## src/rtl/mac_accumulator_if.sv

```systemverilog
// mac_accumulator_if: stream bundle between the multiplier side, the
// accumulator and the consumer of finished sums.
//
// Signals:
//   in_valid  / in_ready / p       : product stream into the accumulator
//   out_valid / out_ready / acc_out: finished-sum stream out of it
//
// Handshake rule (both streams): a transfer happens on a rising clock edge
// where valid and ready are both high. A source keeps valid and its data
// stable until that transfer. in_ready never depends on in_valid.
//
// Modports:
//   master : the environment (drives products and out_ready)
//   slave  : the accumulator (drives in_ready and the result stream)
interface mac_accumulator_if #(
    parameter int ACC_W = 12
);
    logic             in_valid;
    logic             in_ready;
    logic [7:0]       p;
    logic             out_valid;
    logic             out_ready;
    logic [ACC_W-1:0] acc_out;

    modport master (
        output in_valid,
        output p,
        output out_ready,
        input  in_ready,
        input  out_valid,
        input  acc_out
    );

    modport slave (
        input  in_valid,
        input  p,
        input  out_ready,
        output in_ready,
        output out_valid,
        output acc_out
    );
endinterface

```

## src/rtl/mac_accumulator.sv

```systemverilog
// mac_accumulator: sums LEN consecutive 8-bit unsigned products into an
// ACC_W-bit dot product and offers the finished sum on a valid/ready port.
// The result is held under backpressure and overflow is reported as a sticky
// flag.
//
// Parameters:
//   LEN   : products per result, 1..255
//   ACC_W : accumulator / result width, >= 8
//
// Ports:
//   clk       : clock, rising edge
//   rst_n     : asynchronous active-low reset
//   ena       : global enable; low freezes every register and drops in_ready
//   clear     : synchronous flush back to IDLE (only acts while ena is high)
//   bus       : mac_accumulator_if.slave (product in, result out)
//   count     : products accepted into the current sum
//   overflow  : the current or held sum went past 2^ACC_W - 1
//   state_dbg : FSM state, IDLE=0, ACCUM=1, HOLD=2
//
// Build option:
//   MAC_ACCUMULATOR_SATURATE_EN : when defined, an overflowing add clamps the
//   accumulator at 2^ACC_W - 1; otherwise the sum wraps modulo 2^ACC_W.
module mac_accumulator #(
    parameter int LEN   = 4,
    parameter int ACC_W = 12
) (
    input  logic             clk,
    input  logic             rst_n,
    input  logic             ena,
    input  logic             clear,
    mac_accumulator_if.slave bus,
    output logic [7:0]       count,
    output logic             overflow,
    output logic [1:0]       state_dbg
);

    typedef enum logic [1:0] {
        IDLE  = 2'd0,
        ACCUM = 2'd1,
        HOLD  = 2'd2
    } state_t;

    localparam int PAD = ACC_W + 1 - 8;

    state_t           state_q, state_d;
    logic [ACC_W-1:0] acc_q, acc_d;
    logic [ACC_W-1:0] acc_out_q, acc_out_d;
    logic [7:0]       count_q, count_d;
    logic             ovf_q, ovf_d;
    logic             out_valid_q, out_valid_d;

    logic [ACC_W-1:0] acc_base;
    logic [ACC_W:0]   sum_ext;
    logic             carry;
    logic [ACC_W-1:0] sum_next;
    logic             in_ready;
    logic             accept;
    logic             last_accept;

    // A new sum always starts from zero, whatever acc_q happens to hold.
    assign acc_base = (state_q == ACCUM) ? acc_q : '0;
    assign sum_ext  = {1'b0, acc_base} + {{PAD{1'b0}}, bus.p};
    assign carry    = sum_ext[ACC_W];

`ifdef MAC_ACCUMULATOR_SATURATE_EN
    // Once clamped, every later add carries again, so the value stays pinned.
    assign sum_next = carry ? {ACC_W{1'b1}} : sum_ext[ACC_W-1:0];
`else
    assign sum_next = sum_ext[ACC_W-1:0];
`endif

    assign in_ready    = ena && (state_q != HOLD) && !clear;
    assign accept      = bus.in_valid && in_ready;
    assign last_accept = (count_q == 8'(LEN - 1));

    always_comb begin
        state_d     = state_q;
        acc_d       = acc_q;
        acc_out_d   = acc_out_q;
        count_d     = count_q;
        ovf_d       = ovf_q;
        out_valid_d = out_valid_q;

        if (ena) begin
            if (clear) begin
                state_d     = IDLE;
                acc_d       = '0;
                acc_out_d   = '0;
                count_d     = '0;
                ovf_d       = 1'b0;
                out_valid_d = 1'b0;
            end else begin
                case (state_q)
                    IDLE, ACCUM: begin
                        if (accept) begin
                            acc_d   = sum_next;
                            count_d = count_q + 8'd1;
                            // ovf_q is zero in IDLE, so this also starts fresh.
                            ovf_d   = ovf_q | carry;
                            if (last_accept) begin
                                acc_out_d   = sum_next;
                                out_valid_d = 1'b1;
                                state_d     = HOLD;
                            end else begin
                                state_d = ACCUM;
                            end
                        end
                    end
                    HOLD: begin
                        // acc_out keeps the delivered value until the next result.
                        if (out_valid_q && bus.out_ready) begin
                            out_valid_d = 1'b0;
                            acc_d       = '0;
                            count_d     = '0;
                            ovf_d       = 1'b0;
                            state_d     = IDLE;
                        end
                    end
                    default: begin
                        state_d = IDLE;
                    end
                endcase
            end
        end
    end

    always_ff @(posedge clk or negedge rst_n) begin
        if (!rst_n) begin
            state_q     <= IDLE;
            acc_q       <= '0;
            acc_out_q   <= '0;
            count_q     <= '0;
            ovf_q       <= 1'b0;
            out_valid_q <= 1'b0;
        end else begin
            state_q     <= state_d;
            acc_q       <= acc_d;
            acc_out_q   <= acc_out_d;
            count_q     <= count_d;
            ovf_q       <= ovf_d;
            out_valid_q <= out_valid_d;
        end
    end

    assign bus.in_ready  = in_ready;
    assign bus.out_valid = out_valid_q;
    assign bus.acc_out   = acc_out_q;
    assign count         = count_q;
    assign overflow      = ovf_q;
    assign state_dbg     = state_q;

endmodule

```

## src/flat_wrapper.sv

```systemverilog
// flat-port wrapper written by rule: the top's interface ports become plain ports
module mac_accumulator_flat 
#(
    parameter int LEN   = 4,
    parameter int ACC_W = 12
)
  (clk, rst_n, ena, clear, count, overflow, state_dbg, bus_in_valid, bus_p, bus_out_ready, bus_in_ready, bus_out_valid, bus_acc_out);
  mac_accumulator_if #(.ACC_W(ACC_W)) bus_i ();
  input  logic clk;
  input  logic rst_n;
  input  logic ena;
  input  logic clear;
  output logic [7:0] count;
  output logic overflow;
  output logic [1:0] state_dbg;
  input wire logic [$bits(bus_i.in_valid)-1:0] bus_in_valid;
  input wire logic [$bits(bus_i.p)-1:0] bus_p;
  input wire logic [$bits(bus_i.out_ready)-1:0] bus_out_ready;
  output wire logic [$bits(bus_i.in_ready)-1:0] bus_in_ready;
  output wire logic [$bits(bus_i.out_valid)-1:0] bus_out_valid;
  output wire logic [$bits(bus_i.acc_out)-1:0] bus_acc_out;
  assign bus_i.in_valid = bus_in_valid;
  assign bus_i.p = bus_p;
  assign bus_i.out_ready = bus_out_ready;
  assign bus_in_ready = bus_i.in_ready;
  assign bus_out_valid = bus_i.out_valid;
  assign bus_acc_out = bus_i.acc_out;
  mac_accumulator #(.LEN(LEN), .ACC_W(ACC_W)) u_core (.clk(clk), .rst_n(rst_n), .ena(ena), .clear(clear), .bus(bus_i), .count(count), .overflow(overflow), .state_dbg(state_dbg));
endmodule
```

## config.mk

```make
export PLATFORM = sky130hd
export DESIGN_NAME = mac_accumulator_flat
export DESIGN_NICKNAME = d
export VERILOG_FILES = /design/src/rtl/mac_accumulator_if.sv /design/src/rtl/mac_accumulator.sv /design/src/flat_wrapper.sv
export SDC_FILE = /design/constraint.sdc
export NUM_CORES = 1
export LEC_CHECK = 0
export BUFFER_PORTS_ARGS = -buffer_cell sky130_fd_sc_hd__buf_2
export CORE_ASPECT_RATIO = 1.2
export CORE_UTILIZATION = 35
export CTS_CLUSTER_DIAMETER = 100
export DETAILED_ROUTE_END_ITERATION = 8
export PLACE_DENSITY = 0.52
export SYNTH_ARGS = -nofsm -noshare
export SYNTH_HDL_FRONTEND = slang
export SYNTH_SLANG_ARGS = --single-unit
```

## constraint.sdc

```tcl
create_clock -name clk -period 3.5 [get_ports clk]
set_clock_uncertainty 0.15 [all_clocks]
set_input_delay 0.7 -clock clk [delete_from_list [all_inputs] [get_ports clk]]
set_output_delay 0.7 -clock clk [all_outputs]
set_load 0.01 [all_outputs]
```

* Word level (Yosys, flattened, before mapping) *
Index checks and enable logic that the tools add are counted.

operators by class
  muxes and demuxes = 26
  $add $sub $neg = 2
  bitwise operators = 1
  equality and inequality tests = 7
  reductions and logical operators = 15

operators with widths
  kind                                                             number
  12-bit 2-to-1 mux                                                8
  8-bit 2-to-1 mux                                                 3
  12-bit case mux with 2 select lines                              1
  8-bit case mux with 2 select lines                               1
  12-bit by 8-bit adder with 13-bit output                         1
  3-bit by 2-bit != test with 1-bit output, second input constant  3
  8-bit by 1-bit adder with 8-bit output, second input constant    1
  8-bit by 2-bit == test with 1-bit output, second input constant  1
  2-bit 2-to-1 mux                                                 4
  4-bit AND reduction                                              2
  1-bit 2-to-1 mux                                                 6
  2-bit nonzero test                                               3
  5-bit AND reduction                                              1
  1-bit logical AND                                                4
  1-bit case mux with 2 select lines                               2
  2-bit case mux with 2 select lines                               1
  3-bit AND reduction                                              1
  3-bit nonzero test                                               1
  2-bit by 1-bit == test with 1-bit output, second input constant  1
  2-bit == test, second input constant                             1
  2-bit logical NOT                                                1
  2-bit != test, second input constant                             1
  2-bit OR reduction                                               1
  1-bit logical NOT                                                1
  1-bit bitwise OR                                                 1

word-level totals
  input bits = 14
  logic and storage cells = 57
  register bits = 36
  output and inout bits = 25

* Longest topological paths before layout *
Gate-level depths: netlist (run 1).

  depth in word-level cells = 7
  mapped depth = 11
  mapped depth without buffers = 9

* Worst setup path after synthesis (run 1) *
Ideal clock, no wire load.

  kind = register to register
  start point = register u_core.state_q[0], in the netlist u_core.state_dbg[0]
  end point = register u_core.acc_out_q[10], in the netlist u_core.bus.acc_out[10]
  required time = 3.254 ns
  cell stages (with the launch flop) = 12
  arrival = 2.585 ns
  setup slack = 0.670 ns
  setup time = 0.096 ns
  path through = dfrtp_1 nor2b_1 clkbuf_4 clkbuf_1 and2_1 ha_1 fa_1 a21o_1 a21oi_2 o211ai_1 nor2b_1 o31ai_1

between the ends
  word-level cells in the longest chain between the ends = 7
  elaborated cells between the ends (all ways) = 16
  those cells by class = add/sub (1); eq/ne (2); mux (5); reduce/logical (8)

ends and longest elaborated chain
  element                                   line                                          RTL
  from (decl)                               mac_accumulator.sv:45                         state_t state_q, state_d;
  from (signal assigned)                    mac_accumulator.sv:136                        state_q <= state_d;
  2-bit by 1-bit == test with 1-bit output  mac_accumulator.sv:61, mac_accumulator.sv:93
  12-bit 2-to-1 mux                         mac_accumulator.sv:61                         assign acc_base = (state_q == ACCUM) ? acc_q : '0;
  12-bit by 8-bit adder with 13-bit output  mac_accumulator.sv:62                         assign sum_ext = {1'b0, acc_base} + {{PAD{1'b0}}, bus.p};
  12-bit 2-to-1 mux                         mac_accumulator.sv:100                        if (last_accept) begin
  12-bit 2-to-1 mux                         mac_accumulator.sv:95                         if (accept) begin
  12-bit 2-to-1 mux                         mac_accumulator.sv:93                         case (state_q)
  12-bit 2-to-1 mux                         mac_accumulator.sv:85                         if (clear) begin
  to (signal assigned)                      mac_accumulator.sv:138                        acc_out_q <= acc_out_d;
  to (decl)                                 mac_accumulator.sv:47                         logic [ACC_W-1:0] acc_out_q, acc_out_d;

Several ways; a longest one is shown, not always the timed one. The select of a mux whose other input is x is not followed.
A chain may end at the register's enable or synchronous reset.

* Worst setup path after layout (run 1) *
Ends and elaborated chain as after synthesis.

==> run metrics, run 1 <==
final wirelength=between 5000 and 6000 um; area delta synth->final=17.7%; CTS Buf Count=5; total congestion overflow=0; Post-DRT Antenna Nets=0; largest net degree at the start of global routing=37; post-synthesis sequential area ratio=0.417; # hold bufs at CTS=0; critical path cell sequence=nor2b_1, buf_4, and2_1, ha_1, fa_1, a21o_1, a21oi_2, o211ai_1, nor2b_1, o31ai_1; synth top area cells=dfrtp_1, a22o_1, ha_1; PortBufs=38; RSZ-0062 raised after global routing=no; Post-Syn Nets=about 230; setup bufs post-CTS=0; Routed WL per cell=15.4 um; Resized cells post-CTS=0; max-cap viol count=0; reg2reg start=u_core.state_dbg[0]$_DFFE_PN0P_; Post-Syn Area=roughly 2200 um^2; CP Launch Type=flop; #FFs+latches synth=36; gr usage total=0.175; top post-synthesis cells by count=dfrtp_1, nand2_1, a22o_1, nor2_1, and2_1; crit path DAT=a little under 3 ns; Core Area=between 6000 and 7000 um^2; Final Critical Period=2.90 ns; flop2flop setup slack=0.60 ns; endpoints failing hold=0; clock sinks=36; status=finished, final reports clean; Detailed Place HPWL=between 3000 and 4000 um; cell count after synthesis=208; f_max=around 340 MHz; Final period util=0.829; die area=6490 um^2; Starting Density=0.359; WP buf/inv=1; initial drt markers=between 90 and 100; Worst Setup Path Type=flop to flop; number of global-route vias before repair=1719; YS warnings=0; Final Non-Filler Cells=between 300 and 400; top-count cell post-synth=dfrtp_1; Layout Nets=272; Hold Crit Depth=2; min-delay worst type=flop to flop; setup TNS=0 ns; Worst-path clk slew=0.09 ns; min-delay src=u_core.acc_q[7]$_DFFE_PN0P_; Main synth FF type=dfrtp_1; Critical Path Most Common Cell=nor2b_1; DR pass1 iterations=4; Worst Setup End Kind=flop; R2R cell count=10; CP required=approximately 3.6 ns; CP max stage delay=0.43 ns; Inst Count DP=323; Worst-Margin Slew=just over 0.8 ns; first-pass GRT wire length=between 8000 and 9000 um; fraction of layout cells with a size suffix above 1=0.257; Post-synth EDFFs=0; Vias/cell=around 5.3; post-synth cell types=56; CTS tree=built; syn avg cell area=10.4 um^2; leading area contributor after synthesis=dfrtp_1; Min-Delay Endpoint=u_core.acc_q[7]$_DFFE_PN0P_; Final setup viols=0; Worst Setup SP=u_core.state_dbg[0]$_DFFE_PN0P_; die height=between 80 and 90 um; final slew viol count=0; Die X=73.7 um; Worst VDD drop=0.000223 V; DR vias=1749; top cell type's share of synthesized area=0.417; # rows=31; Static Leak=roughly 1.2 nW; Root Buffer=clkbuf_8; placer congestion estimate=roughly 0.77; H-tree depth=2; Power Density=between 400 and 500 nW/um^2; Top delay family on crit path=compound AO/OA/AOI/OAI gates; io pins=39; Worst-Skew Late Latency=about 0.30 ns; CP Max Fanout=17; ys async rst share=1.00; n_diodes=0; Bufs on Longest Clock Path=2; relative slew slack=0.450; initial antenna violation count=0; drc violations=0; CP max-delay cell=dfrtp_1; RR Endpoint=u_core.bus.acc_out[10]$_DFFE_PN0P_
-- per-layer routing --
metal / track usage / up-vias / share of wire
li1: - / 855 / -
met1: 0.225 / 842 / 0.46
met2: 0.272 / 43 / 0.47
met3: 0.0483 / 9 / 0.051
met4: 0.0769 / 0 / 0.020
met5: 0 / - / 0
-- registers in the layout (all words and copies together) (netlist names) --
| register | flops |
|---|---|
| u_core.state_dbg | 2 |
| u_core.overflow | 1 |
| u_core.count | 8 |
| u_core.bus.out_valid | 1 |
| u_core.acc_q | 12 |
| u_core.bus.acc_out | 12 |
-- through the flow --
| stage | hold WS, ns | util | setup WS, ns | power, mW | instance area [um^2] |
|---|---|---|---|---|---|
| 4_1_cts | 0.337 | 0.423 | 0.561 | 1.06 | 2540 |
| 6_report | 0.331 | 0.423 | 0.599 | 1.04 | 2540 |
| 3_5_place_dp | 0.318 | 0.404 | 0.590 | 0.663 | 2430 |
| 5_1_grt | 0.360 | 0.423 | 0.374 | 1.10 | 2540 |
| 2_1_floorplan | 0.254 | - | 0.670 | 0.597 | 2160 |
| 3_3_place_gp | 0.308 | 0.404 | 0.628 | 0.662 | 2430 |
-- worst register-to-register path, delay by kind of cell (launching register included) --
family / cells / cell delay, ns
compound gates: 4 / 0.85
fa+ha+maj: 2 / 0.62
flops: 1 / 0.43
buf+inv: 1 / 0.20
simple gates: 3 / 0.56
-- area by class of cell --
| cell class | count | area (um^2) |
|---|---|---|
| Clock buffer | 5 | 68.8 |
| Clock inverter | 3 | 46.3 |
| Fill cell | 618 | 3470 |
| Inverter | 1 | 3.75 |
| Multi-Input combinational cell | 163 | 1210 |
| Sequential cell | 36 | 901 |
| Tap cell | 82 | 103 |
| Timing Repair Buffer | 41 | 213 |
-- report_power, final --
part           internal [mW]  leakage [nW]  switching (mW)  total [mW]
registers              0.441         0.494          0.0276       0.469
clock network          0.215        0.0548           0.176       0.391
logic                 0.0752         0.674           0.108       0.183
total                  0.731          1.22           0.312        1.04
-- worst max-delay path by stage --
stage               slack (ns)  depth (start not counted)                                 end
detailed placement        0.59                         10  u_core.bus.acc_out[10]$_DFFE_PN0P_
finish                    0.60                         10  u_core.bus.acc_out[10]$_DFFE_PN0P_
CTS                       0.56                         10  u_core.bus.acc_out[10]$_DFFE_PN0P_
global route              0.37                         10  u_core.bus.acc_out[10]$_DFFE_PN0P_
global placement          0.63                         10  u_core.bus.acc_out[10]$_DFFE_PN0P_
floorplan                 0.67                         11  u_core.bus.acc_out[10]$_DFFE_PN0P_
-- cell usage in the layout (no fill, tap or decap), types with 7 or more instances in the layout --
cell type  instances
nor2_1            14
dfrtp_1           36
xnor2_1            7
buf_2             38
o21ai_0            9
ha_1               9
nand2_1           19
and2_1            11
a22o_1            16
-- logic make-up (layout without fill, tap and decap cells) --
group | count (synthesis) | after routing | synth area share
adders and majority gates | 10 | 10 | 0.0614
xor gates and xnor gates | 11 | 11 | 0.0446
and+or+nand+nor | 79 | 79 | 0.215
buffers and inverters | 9 | 50 | 0.0243
DFF | 36 | 36 | 0.417
AOI/OAI and AO/OA | 62 | 62 | 0.233
muxes | 1 | 1 | 0.00464
(Power assumes the default switching activity.)
==> inputs of run 2 (changes only) <==
--- a/config.mk
+++ b/config.mk
@@ -5,6 +5,7 @@
 export SDC_FILE = /design/constraint.sdc
 export NUM_CORES = 1
 export LEC_CHECK = 0
+export ABC_AREA = 1
 export BUFFER_PORTS_ARGS = -buffer_cell sky130_fd_sc_hd__buf_2
 export CORE_ASPECT_RATIO = 1.2
 export CORE_UTILIZATION = 35
==> constraint.sdc (replaced) <==
create_clock -name clk -period 2.8 [get_ports clk]
set_clock_uncertainty 0.15 [all_clocks]
set_input_delay 0.56 -clock clk [delete_from_list [all_inputs] [get_ports clk]]
set_output_delay 0.56 -clock clk [all_outputs]
set_load 0.01 [all_outputs]
==> run 2 against run 1 <==
Net effect: maximum frequency increased by 23%; total power up 32%; cell count is 28% higher; wire length increased by 5.4%; first-iteration DRC count is 1.1% lower; via count rose by 13%; critical path type unchanged.
==> run metrics, run 2 <==
status=finished, final reports clean; die area=6630 um^2 (+2.1%); #FFs+latches synth=36 (unchanged); Root Buffer=clkbuf_8; simple-gate portion of the synthesized area=0.346 (+0.131); CP Max Fanout=9 (-8); YS warnings=0 (unchanged); Worst-Margin Slew=0.828 ns (+0.00310 ns); ys async rst share=1.00 (unchanged); critical path cell sequence=inv_1, nand2_2, nor2_1, ha_1, fa_1, nand2_1, nand2_1, nand3b_1, nand2_1, xor2_1, nand2_1, o21ai_0; PortBufs=38 (unchanged); top post-synthesis cells by count=nand2_1, dfrtp_1, nor2_1, inv_1, nand3_1; post-synth cell types=31 (-45%); die height=89.0 um (+1.1%); Bufs on Longest Clock Path=2 (unchanged); Final setup viols=0 (unchanged); Resized cells post-CTS=0 (unchanged); Final Critical Period=2.36 ns (-0.539 ns); Compound-Gate Fraction of Synth Area=0.0652 (-0.168); top cell type's share of synthesized area=0.408 (-0.00899); area delta synth->final=15.6%; Die X=74.5 um (+1.1%); most frequent cells in the layout=nand2_1, buf_2, dfrtp_1, nor2_1, inv_1; largest net degree at the start of global routing=37 (unchanged); Power Density=539 nW/um^2 (+31%); relative slew slack=0.448 (-0.00207); Core Area=6050 um^2 (+0.65%); Post-Syn Area=2210 um^2 (+2.2%); H-tree depth=2 (unchanged); Starting Density=0.365 (+0.00556); Detailed Place HPWL=4050 um (+13%); Main synth FF type=dfrtp_1; DR pass1 iterations=4 (unchanged); post-synthesis sequential area ratio=0.408 (-0.00899); Worst-Skew Late Latency=0.29 ns (about the same); io pins=39 (unchanged); # rows=31 (unchanged); Post-Syn Nets=324 (+40%); setup TNS=0 ns (unchanged); Worst Setup Path Type=flop to flop; total congestion overflow=0 (unchanged); # hold bufs at CTS=0 (unchanged); Critical Path Most Common Cell=nand2_1; first-pass GRT wire length=8950 um (+5.3%); leading area contributor after synthesis=dfrtp_1; placer congestion estimate=0.826 (+7.4%); initial drt markers=91 (-1.1%); CP required=2.81 ns (-0.75 ns); multiplexer share of the synthesized area=0 (-0.00463); n_diodes=0 (unchanged); min-delay worst type=input port to asynchronous set/reset pin; f_max=423 MHz (+23%); Routed WL per cell=12.6 um (-18%); Worst Setup SP=u_core.state_dbg[1]$_DFFE_PN0P_; number of global-route vias before repair=1879 (+9.3%); Top delay family on crit path=simple AND/OR/NAND/NOR gates; Worst-path clk slew=0.07 ns (-0.02 ns); Worst VDD drop=0.000217 V (-2.5%); Final period util=0.844 (+0.0149); CP Launch Type=flop; setup bufs post-CTS=0 (unchanged); Post-synth EDFFs=0 (unchanged); RSZ-0062 raised after global routing=no; final slew viol count=0 (unchanged); clock sinks=36 (unchanged); CP max stage delay=0.41 ns (-0.02 ns); Static Leak=1.42 nW (+16%); max-cap viol count=0 (unchanged); largest family of logic cells by synthesized area=simple AND/OR/NAND/NOR gates; most common cell after layout, fill and taps aside=nand2_1; final wirelength=5360 um (+5.4%); Worst Setup End Kind=flop; cell count after synthesis=300 (+44%); Vias/cell=4.65 (-12%); CP max-delay cell=fa_1; DR vias=1975 (+13%); WP buf/inv=1 (unchanged); drc violations=0 (unchanged); Post-Synth XOR/XNOR Area=0.0357 (-0.00890); top-count cell post-synth=nand2_1; synth top area cells=dfrtp_1, nand2_1, nor2_1; Post-DRT Antenna Nets=0 (unchanged); gr usage total=0.183 (+0.00812); CTS tree=built; CTS Buf Count=5 (unchanged); fraction of layout cells with a size suffix above 1=0.178 (-0.0792); initial antenna violation count=0 (unchanged); syn avg cell area=7.36 um^2 (-29%); adder-cell share of the synthesized area=0.0601 (-0.00132); crit path DAT=2.37 ns (-0.60 ns); Fin Hold WS=0.219 ns (-0.112 ns); endpoints failing hold=0 (unchanged); Layout Nets=366 (+35%); reg2reg start=u_core.state_dbg[1]$_DFFE_PN0P_
[run 2: path summary, 6_finish.rpt]
check	end	slack (ns)	cells after the start
max in group asynchronous	u_core.acc_q[11]$_DFFE_PN0P_	1.77	1
worst max-delay path	u_core.acc_q[6]$_DFFE_PN0P_	0.44	12
worst min register to register	u_core.bus.acc_out[5]$_DFFE_PN0P_	0.32	2
worst max register to register	u_core.acc_q[6]$_DFFE_PN0P_	0.44	12
worst min-delay path	u_core.bus.acc_out[2]$_DFFE_PN0P_	0.22	1
min in group clk	u_core.bus.acc_out[5]$_DFFE_PN0P_	0.32	2
[run 2: layout make-up]
| class | instances | area, um^2 |
|---|---|---|
| Fill cell | 675 | 3500 |
| Multi-Input combinational cell | 223 | 1120 |
| Sequential cell | 36 | 901 |
| Timing Repair Buffer | 40 | 205 |
| Inverter | 36 | 135 |
| Tap cell | 82 | 103 |
| Clock buffer | 8 | 90.1 |
[run 2: worst register-to-register path, cell delays in order (launching register included)]
cell and delay (ns):
dfrtp_1 0.40, inv_1 0.13, nand2_2 0.20, nor2_1 0.07
ha_1 0.21, fa_1 0.41, nand2_1 0.08, nand2_1 0.09
nand3b_1 0.09, nand2_1 0.09, xor2_1 0.18, nand2_1 0.07
o21ai_0 0.07
[run 2: cells by family (layout without fill, tap and decap cells)]
| kind of cell | count (synthesis) | after routing |
|---|---|---|
| AOI/OAI and AO/OA | 24 | 24 |
| xor gates and xnor gates | 9 | 9 |
| adders and majority gates | 10 | 10 |
| buffers and inverters | 41 | 84 |
| DFF | 36 | 36 |
| and+or+nand+nor | 180 | 180 |
[run 2: stage by stage]
step	cells	setup WS, ns	cell area [um^2]	total power [mW]	util
final	425	0.437	2550	1.38	0.422
after global routing	425	0.181	2550	1.48	0.422
after CTS	425	0.428	2550	1.40	0.422
after detailed placement	417	0.457	2460	1.01	0.407
after global placement	417	0.497	2460	1.01	0.407
after floorplan	300	0.665	2210	0.887	-
[run 2: routing by layer]
| metal | up-vias | track usage | share of wire |
|---|---|---|---|
| li1 | 1034 | - | - |
| met1 | 892 | 0.233 | 0.48 |
| met2 | 41 | 0.306 | 0.47 |
| met3 | 8 | 0.0372 | 0.034 |
| met4 | 0 | 0.0617 | 0.017 |
| met5 | - | 0 | 0 |
[run 2: power breakdown]
group | internal, mW | switching, mW | leakage (nW)
clock network | 0.201 | 0.182 | 0.0455
registers | 0.588 | 0.0435 | 0.485
logic | 0.134 | 0.229 | 0.892
==> inputs of run 3 (changes only) <==
==> constraint.sdc (replaced) <==
create_clock -name clk -period 2.45 [get_ports clk]
set_clock_uncertainty 0.15 [all_clocks]
set_input_delay 0.49 -clock clk [delete_from_list [all_inputs] [get_ports clk]]
set_output_delay 0.49 -clock clk [all_outputs]
set_load 0.01 [all_outputs]
==> run 3 against run 2 <==
Net effect: clock power increased by 5.5%; via count is 0.76% lower; cell count increased by 0.47%; non-clock buffer count up 3; global-route usage is 0.060 points higher; sequential share of layout area is 0.24 points lower; cell area up 0.69%; sequential power rose by 13%; largest cell class unchanged; largest power group unchanged.
==> run metrics, run 3 (synthesis gave the netlist of run 2 again) <==
final wirelength=5400 um (+0.80%); Root Buffer=clkbuf_8; RSZ-0062 raised after global routing=no; fillers=675 (unchanged); Clock Power Share=0.260 (-0.018); setup TNS=0 ns (unchanged); initial drt markers=109 (+20%); number of global-route vias before repair=1946 (+3.6%); combinational share of power=0.277 (+0.014); DR pass1 iterations=4 (unchanged); CP Max Fanout=9 (unchanged); max-cap viol count=0 (unchanged); initial antenna violation count=0 (unchanged); n_diodes=0 (unchanged); clock sinks=36 (unchanged); pre-CTS setup slack=0.200 ns (-0.257 ns); Starting Density=0.365 (unchanged); most common cell after layout, fill and taps aside=nand2_1; Power Internal=1.03 mW (+11%); Final period util=0.888 (+0.0437); first-pass GRT wire length=8980 um (+0.30%); f_max=460 MHz (+8.7%); Core Area=6050 um^2 (unchanged); Worst Setup Path Type=flop to flop; largest net degree at the start of global routing=37 (unchanged); most frequent cells in the layout=nand2_1, buf_2, dfrtp_1, nor2_1, inv_1; Final setup viols=0 (unchanged); setup bufs post-CTS=0 (unchanged); CTS Buf Count=5 (unchanged); CTS tree=built; Worst-Skew Late Latency=0.29 ns (about the same); endpoints failing hold=0 (unchanged); final slew viol count=0 (unchanged); CP required=2.53 ns (-0.28 ns); Die X=74.5 um (unchanged); CP Launch Type=flop; Final Non-Filler Cells=427 (+0.47%); switching power=523 uW (+15%); min-delay worst type=input port to asynchronous set/reset pin; DR vias=1960 (-0.76%); H-tree depth=2 (unchanged); Layout Nets=369 (+0.82%); drc violations=0 (unchanged); Worst-path clk slew=0.07 ns (about the same); placer congestion estimate=0.848 (+2.6%); Routed WL per cell=12.7 um (+0.33%); Detailed Place HPWL=4160 um (+2.8%); Worst VDD drop=0.000269 V (+24%); PnR worst setup slack=0.275 ns (-0.162 ns); relative slew slack=0.454 (+0.00581); status=finished, final reports clean; Post-DRT Antenna Nets=0 (unchanged); die height=89.0 um (unchanged); Inst Count DP=420 (+0.72%); io pins=39 (unchanged); Worst Setup End Kind=flop; Final Util=0.425 (+0.00290); gr usage total=0.183 (+0.000597); crit path DAT=2.25 ns (-0.12 ns); total power=1.55 mW (+13%); sequential share of power=0.463 (+0.004); fraction of layout cells with a size suffix above 1=0.188 (+0.0106); Worst-Margin Slew=0.819 ns (-0.00872 ns); area delta synth->final=16.4%; Static Leak=1.43 nW (+0.65%); die area=6630 um^2 (unchanged); Vias/cell=4.59 (-1.2%); sw frac=0.337 (+0.00736); Power Density=603 nW/um^2 (+12%); Bufs on Longest Clock Path=2 (unchanged); total congestion overflow=0 (unchanged); PortBufs=38 (unchanged); # rows=31 (unchanged); Final Critical Period=2.17 ns (-0.188 ns)
==> run 3: changes by cell type in the layout (fill, tap and decap cells not counted), sizes merged <==
cell and delta:
buf +3, clkbuf -2, clkinv +1
==> run 3: power by group through the flow <==
stage | clock network, mW | logic, mW | registers (mW)
floorplan | 0 | 0.265 | 0.749
global placement | 0 | 0.433 | 0.727
detailed placement | 0 | 0.433 | 0.728
CTS | 0.423 | 0.435 | 0.717
global route | 0.442 | 0.496 | 0.730
finish | 0.403 | 0.430 | 0.717
==> run 3: through the flow <==
stage	cell area (um^2)	hold slack, ns
after floorplan	2210	0.0444
after global placement	2480	0.300
after detailed placement	2480	0.304
after CTS	2560	0.178
after global routing	2570	0.213
final	2570	0.140
==> run 3: metal layers <==
metal,part of all wire,global-route usage
met1,0.47,0.212
met2,0.48,0.328
met3,0.034,0.0372
met4,0.020,0.0703
met5,0,0
==> run 3: timing repair <==
action / in CTS / in global routing
gates resized for setup: 0 / 2
endpoints found under the setup margin: 0 / 3
hold buffers: 0 / 0
==> run 3: final timing paths <==
check	start	endpoint	slack, ns	cells past startpoint
max in group asynchronous	rst_n	u_core.acc_q[11]$_DFFE_PN0P_	1.49	1
worst min-delay path	rst_n	u_core.acc_q[0]$_DFFE_PN0P_	0.14	1
min in group clk	u_core.bus.acc_out[2]$_DFFE_PN0P_	u_core.bus.acc_out[2]$_DFFE_PN0P_	0.32	2
worst max-delay path	u_core.state_dbg[1]$_DFFE_PN0P_	u_core.bus.acc_out[9]$_DFFE_PN0P_	0.28	12
worst max register to register	u_core.state_dbg[1]$_DFFE_PN0P_	u_core.bus.acc_out[9]$_DFFE_PN0P_	0.28	12
worst min register to register	u_core.bus.acc_out[2]$_DFFE_PN0P_	u_core.bus.acc_out[2]$_DFFE_PN0P_	0.32	2
==> run 3: worst max-delay path: stages, from the launching register on <==
cell	delay [ns]
dfrtp_1	0.41
inv_1	0.12
nand2_4	0.10
nor2_1	0.10
ha_1	0.26
or2_2	0.29
nand3_1	0.09
nand2_1	0.09
nand2_1	0.13
nand2_1	0.07
nand2_1	0.08
nand3_1	0.10
nand2_1	0.09
==> run 3: cell type report <==
type,count,area (um^2),share of cell area
timing repair buffer,43,228,0.0886
clock inverter,1,5.00,0.00195
sequential,36,901,0.351
clock buffer,6,72.6,0.0282
multi-input combinational,223,1130,0.438
inverter,36,135,0.0526
tap,82,103,0.0399
